### src/rtl/lut_neuron_pkg.sv
// Shared types and defaults for the LUT neuron layer.
package lut_neuron_pkg;

  // Control FSM: tables are writable only in StConfig; StDrain empties the output stage first.
  typedef enum logic [1:0] {
    StConfig = 2'd0,
    StRun    = 2'd1,
    StDrain  = 2'd2
  } state_e;

  localparam int unsigned DefNNeurons = 4;
  localparam int unsigned DefFanIn    = 6;
  localparam int unsigned DefOutBits  = 1;

  // Width of the neuron select field; never narrower than one bit.
  function automatic int unsigned neuron_idx_w(input int unsigned n);
    return (n > 1) ? $clog2(n) : 1;
  endfunction

endpackage

### src/rtl/lut_neuron_table.sv
// One neuron's truth table: 2^FAN_IN x OUT_BITS registers, one write port, async read.
module lut_neuron_table import lut_neuron_pkg::*; #(
  parameter int unsigned FAN_IN   = DefFanIn,
  parameter int unsigned OUT_BITS = DefOutBits
) (
  input  logic                clk,
  input  logic                rst_n,
  input  logic                we,
  input  logic [FAN_IN-1:0]   waddr,
  input  logic [OUT_BITS-1:0] wdata,
  input  logic [FAN_IN-1:0]   raddr,
  output logic [OUT_BITS-1:0] rdata
);

  localparam int unsigned Depth = 1 << FAN_IN;

  logic [OUT_BITS-1:0] mem_q [Depth];

  // Table storage; reset clears every entry so a fresh layer computes all-zero.
  always_ff @(posedge clk or negedge rst_n) begin
    if (!rst_n) begin
      for (int i = 0; i < Depth; i++) begin
        mem_q[i] <= '0;
      end
    end else if (we) begin
      mem_q[waddr] <= wdata;
    end
  end

  // Lookup is a plain mux; the registered stage lives in the layer top.
  always_comb begin
    rdata = mem_q[raddr];
  end

endmodule

### src/rtl/lut_neuron_layer.sv
// Registered layer of run-time-loadable LUT neurons with valid/ready streaming.
// Optional build macro LUT_STATUS_EN adds a saturating accepted-beat counter output.
module lut_neuron_layer import lut_neuron_pkg::*; #(
  parameter int unsigned N_NEURONS = DefNNeurons,
  parameter int unsigned FAN_IN    = DefFanIn,
  parameter int unsigned OUT_BITS  = DefOutBits,
  localparam int unsigned NW       = neuron_idx_w(N_NEURONS)
) (
  input  logic                          clk,
  input  logic                          rst_n,
  input  logic                          cfg_start,
  input  logic                          cfg_we,
  input  logic [NW-1:0]                 cfg_neuron,
  input  logic [FAN_IN-1:0]             cfg_addr,
  input  logic [OUT_BITS-1:0]           cfg_data,
  input  logic                          cfg_commit,
  output logic                          cfg_ready,
  input  logic                          in_valid,
  output logic                          in_ready,
  input  logic [N_NEURONS*FAN_IN-1:0]   in_data,
  output logic                          out_valid,
  input  logic                          out_ready,
  output logic [N_NEURONS*OUT_BITS-1:0] out_data
`ifdef LUT_STATUS_EN
  ,
  output logic [15:0]                   lookup_count
`endif
);

  state_e state_q, state_d;

  logic                          out_valid_q, out_valid_d;
  logic [N_NEURONS*OUT_BITS-1:0] out_data_q, out_data_d;
  logic [N_NEURONS*OUT_BITS-1:0] lookup;
  logic [N_NEURONS-1:0]          tbl_we;
  logic                          cfg_wr_en;
  logic                          in_accept;

  assign cfg_wr_en = (state_q == StConfig) && cfg_we;

  // Per-neuron tables; an out-of-range cfg_neuron matches no instance and is dropped.
  for (genvar n = 0; n < N_NEURONS; n++) begin : g_neuron
    assign tbl_we[n] = cfg_wr_en && (cfg_neuron == NW'(n));

    lut_neuron_table #(
      .FAN_IN   (FAN_IN),
      .OUT_BITS (OUT_BITS)
    ) u_table (
      .clk   (clk),
      .rst_n (rst_n),
      .we    (tbl_we[n]),
      .waddr (cfg_addr),
      .wdata (cfg_data),
      .raddr (in_data[n*FAN_IN +: FAN_IN]),
      .rdata (lookup[n*OUT_BITS +: OUT_BITS])
    );
  end

  // Handshake: accept only in StRun when the output stage is empty or being drained.
  always_comb begin
    cfg_ready = (state_q == StConfig);
    in_ready  = (state_q == StRun) && (!out_valid_q || out_ready);
    in_accept = in_valid && in_ready;
  end

  // Next-state: a beat accepted alongside cfg_start still lands in the output stage.
  always_comb begin
    state_d = state_q;
    unique case (state_q)
      StConfig: if (cfg_commit) state_d = StRun;
      StRun:    if (cfg_start)  state_d = StDrain;
      StDrain:  if (!out_valid_q || out_ready) state_d = StConfig;
      default:  state_d = StConfig;
    endcase
  end

  // Output stage next-state: load on accept, clear on consume, otherwise hold.
  always_comb begin
    out_valid_d = out_valid_q;
    out_data_d  = out_data_q;
    if (in_accept) begin
      out_valid_d = 1'b1;
      out_data_d  = lookup;
    end else if (out_ready) begin
      out_valid_d = 1'b0;
    end
  end

  // State and output registers.
  always_ff @(posedge clk or negedge rst_n) begin
    if (!rst_n) begin
      state_q     <= StConfig;
      out_valid_q <= 1'b0;
      out_data_q  <= '0;
    end else begin
      state_q     <= state_d;
      out_valid_q <= out_valid_d;
      out_data_q  <= out_data_d;
    end
  end

  assign out_valid = out_valid_q;
  assign out_data  = out_data_q;

`ifdef LUT_STATUS_EN
  logic [15:0] count_q;
  logic        enter_config;

  assign enter_config = (state_d == StConfig) && (state_q != StConfig);

  // Saturating count of accepted beats, zeroed whenever the layer re-enters StConfig.
  always_ff @(posedge clk or negedge rst_n) begin
    if (!rst_n) begin
      count_q <= '0;
    end else if (enter_config) begin
      count_q <= '0;
    end else if (in_accept && (count_q != 16'hFFFF)) begin
      count_q <= count_q + 16'd1;
    end
  end

  assign lookup_count = count_q;
`endif

endmodule

### config.mk
export PLATFORM = sky130hd
export DESIGN_NAME = lut_neuron_layer
export DESIGN_NICKNAME = d
export VERILOG_FILES = /design/src/rtl/lut_neuron_pkg.sv /design/src/rtl/lut_neuron_table.sv /design/src/rtl/lut_neuron_layer.sv
export SDC_FILE = /design/constraint.sdc
export NUM_CORES = 1
export LEC_CHECK = 0
export CAP_MARGIN = 25
export CORE_UTILIZATION = 60
export DETAILED_ROUTE_END_ITERATION = 16
export GPL_TIMING_DRIVEN = 0
export PLACE_DENSITY_LB_ADDON = 0.08
export SYNTH_ARGS = -nofsm -noshare
export SYNTH_HDL_FRONTEND = slang
export SYNTH_HIERARCHICAL = 1
export SYNTH_SLANG_ARGS = --single-unit
### constraint.sdc
create_clock -name clk -period 6.8 [get_ports clk]
set_input_delay 1.36 -clock clk [delete_from_list [all_inputs] [get_ports clk]]
set_output_delay 1.36 -clock clk [all_outputs]
set_load 0.01 [all_outputs]
==> results.toml <==
[status]
status = "finished clean"

[finish]
regArea_sq_um = 6580
diodes = 0
layout.cells.non_filler = 1628
drive_gt1_frac = 0.329
postLayoutCoreUtil = 0.698
area_growth_pct = 12.9
multiInputGateArea_sq_um = 7150
finalNetCount = 1334
n_fill_cell = 1704

[power]
seqPwrFrac = 0.447
total_power_w = 0.00381
ir_drop_mv = 0.221
clockPowerShare = 0.430
p_int_w = 0.00288
p_sw_frac = 0.244
combPwrFrac = 0.123
p_sw_w = 0.000931
powerDensity_nw_per_um2 = 239
cellLeakagePower_nw = 7.10

[detailed_routing]
wl_met1_mm = 14.9
drt_wl_total_mm = 33.6
top_layer = "met4"
wl_per_cell_microns = 20.6
drc_errors = 0
wl_met3_mm = 1.63
drt-initial-drc-count = 656
drtAntennaViolNets = 0
first_pass_iters = 5
dr_wl_met2_mm = 16.2
vias_per_cell = 6.04
vias = 9826

[critical_path]
crit_required_ns = 5.44
startpoint_type = "input port"
crit_type = "input port to output port"
cp_data_arrival_time_ns = 2.77
cp-startpoint = "out_ready"
r2r_cells = 5
endpoint = "in_ready"
crit_path_end_kind = "output port"
r2r_slack_ns = 3.85
path_max_fanout = 4
worstReg2RegEnd = "g_neuron[0].u_table/mem_q[44]"
r2r-start = "state_q[0]"

[global_routing]
grt_overflow = 0
grt_pass1_wl_mm = 54.7
grt_pass1_vias = 10100
grt_max_degree = 109
track_usage = 0.291
antenna_found_initial = 0

[die]
dieArea_sq_um = 24200
initial_core_util = 0.618
coreArea_sq_um = 22800
die_h_microns = 155
num_io_pins = 47
die_w_microns = 155
fp-row-count = 55

[hold_path]
hold_path_class = "register to register"

[clock_network]
clock_latency_ns = 0.56
clockBufferDepth = 3
cts_setup_buffers = 0
cts-root-buf = "clkbuf_16"
clk_pin_slew_ns = 0.06
cts_resized = 0
cts_made_buffers = 29
htreeDepth = 1
cts.sinks = 263
cts_hold_buffers = 0
cts_tree = "yes"

[placed_design]
place.gp.congestion = 0.881
dpl.hpwl_mm = 23.1
port-buffer-count = 32
dpl_worst_slack_ns = 2.42
dp.cells = 1574

[sta]
maxSlewViolCount = 0
setup_viol = 0
relSlewSlack = 0.231
max_freq_mhz = 242
post-route-worst-setup-slack_ns = 2.67
post-route-min-period_ns = 4.13
final_hold_viol_count = 0
clock_skew_ns = 0.0266
tightest_slew_ns = 1.15
finalCritPeriodShare = 0.608
rsz0062_at_grt = "no"

[yosys]
syn_area_sq_um = 14100
yosysTopAreaCell = "dfrtp_1"
synth_area_per_cell_sq_um = 11.5
synth_cells = 1225
synth_seq_cells = 263
synth_top_area_frac = 0.466
yosysUniqueCellTypes = 43
syn-num-nets = 1265
synth_warnings = 6
synth.yosys.seq_area_share = 0.466
synthTopCellsByArea = "dfrtp_1 47%, mux2_2 21%, mux4_2 7.0%, nor2_1 4.4%, nand2_1 4.0%"

[job]
max_cap_viol_count = 0
-- cells in the final DEF, fill, tap and decap left out, types with 13 or more instances in the layout --
| cell | instances |
|---|---|
| nor3b_1 | 18 |
| mux2i_1 | 20 |
| mux4_2 | 44 |
| dfrtp_1 | 263 |
| nand2b_1 | 16 |
| inv_1 | 16 |
| clkdlybuf4s50_1 | 31 |
| nand2_1 | 152 |
| nand3_1 | 16 |
| mux2_2 | 260 |
| clkbuf_16 | 29 |
| and3_1 | 13 |
| buf_2 | 20 |
| nor2_1 | 164 |
| nor3_1 | 16 |
| clkbuf_1 | 52 |
-- how the worst min path moves through the flow --
stage	from	end	slack (ns)	cells after the start
floorplan	state_q[1]	state_q[0]	0.45	1
CTS	state_q[1]	state_q[0]	0.49	1
global route	g_neuron[2].u_table/mem_q[37]	g_neuron[2].u_table/mem_q[37]	0.51	1
finish	state_q[1]	state_q[0]	0.50	1
global placement	g_neuron[2].u_table/mem_q[27]	g_neuron[2].u_table/mem_q[27]	0.48	1
detailed placement	g_neuron[2].u_table/mem_q[27]	g_neuron[2].u_table/mem_q[27]	0.49	1
-- state kept, by name, summed over array words and instances, names as in the netlist --
register / count
out_valid: 1
state_q: 2
g_neuron.u_table/mem_q: 256
out_data: 4
-- logic make-up (layout without fill, tap and decap cells) --
| family | Yosys count | count (layout) | synth area share |
|---|---|---|---|
| and+or+nand+nor | 496 | 496 | 0.175 |
| muxes | 332 | 332 | 0.303 |
| AOI/OAI and AO/OA | 42 | 42 | 0.0282 |
| buffers and inverters | 92 | 182 | 0.0283 |
| DFF | 263 | 263 | 0.466 |
-- stage by stage --
step / TNS, ns / cell area (sq um) / hold WS (ns)
finish: 0 / 16000 / 0.496
global route: 0 / 16000 / 0.510
CTS: 0 / 15900 / 0.493
detailed placement: 0 / 14900 / 0.485
global placement: -1833.86 / 14800 / 0.480
floorplan: 0 / 14100 / 0.453
-- cells in the mapped netlist --
cell type / number
buf_1: 4
buf_6: 4
nand3_4: 1
mux4_1: 4
mux2_2: 260
a211oi_2: 8
or2_2: 8
inv_1: 16
nand4b_1: 12
o211ai_1: 4
o21ai_0: 1
a211oi_1: 5
a22oi_1: 8
nand2b_1: 16
mux2i_1: 20
nor3_2: 4
dfrtp_1: 263
and2_2: 1
buf_2: 20
and2_1: 8
nand3_1: 16
nor4b_1: 4
nor3b_1: 18
or2b_2: 2
and3_1: 13
and3b_1: 4
o2111ai_1: 4
nand2_1: 152
nor3_1: 16
nand3b_1: 12
a2111oi_0: 4
mux4_2: 44
and2b_4: 1
a221oi_2: 4
nand4_1: 8
clkbuf_1: 48
mux2_4: 4
nor2_1: 164
nor2b_1: 8
nor4_1: 12
nor3b_2: 8
or3b_2: 8
a32oi_1: 4
-- per-layer routing --
metal	GRT usage	vias up
met2	0.479	280
met5	0	-
met4	0.0896	0
met3	0.0376	63
li1	-	4500
met1	0.405	4983
-- power by group through the flow --
stage	combinational [W]	clock (W)	sequential [W]
4_1_cts	0.000472	0.00168	0.00170
5_1_grt	0.000509	0.00173	0.00171
6_report	0.000468	0.00164	0.00170
3_3_place_gp	0.000457	0	0.00173
3_5_place_dp	0.000469	0	0.00173
2_1_floorplan	0.000277	0	0.00172
-- critical path, cell delays in order --
cell	delay, ns
clkdlybuf4s50_1	0.40
or2b_2	0.35
and2_2	0.19
clkdlybuf4s50_1	0.47
-- final cells by class --
class                      count  share of cell area
multi-input combinational    870               0.448
sequential                   263               0.413
clock buffer                  37              0.0499
timing repair buffer          38              0.0268
tap                          313              0.0245
buffer                        76              0.0213
clock inverter                15              0.0131
inverter                      16             0.00376
Note: power is estimated with default switching activity, not from simulation.
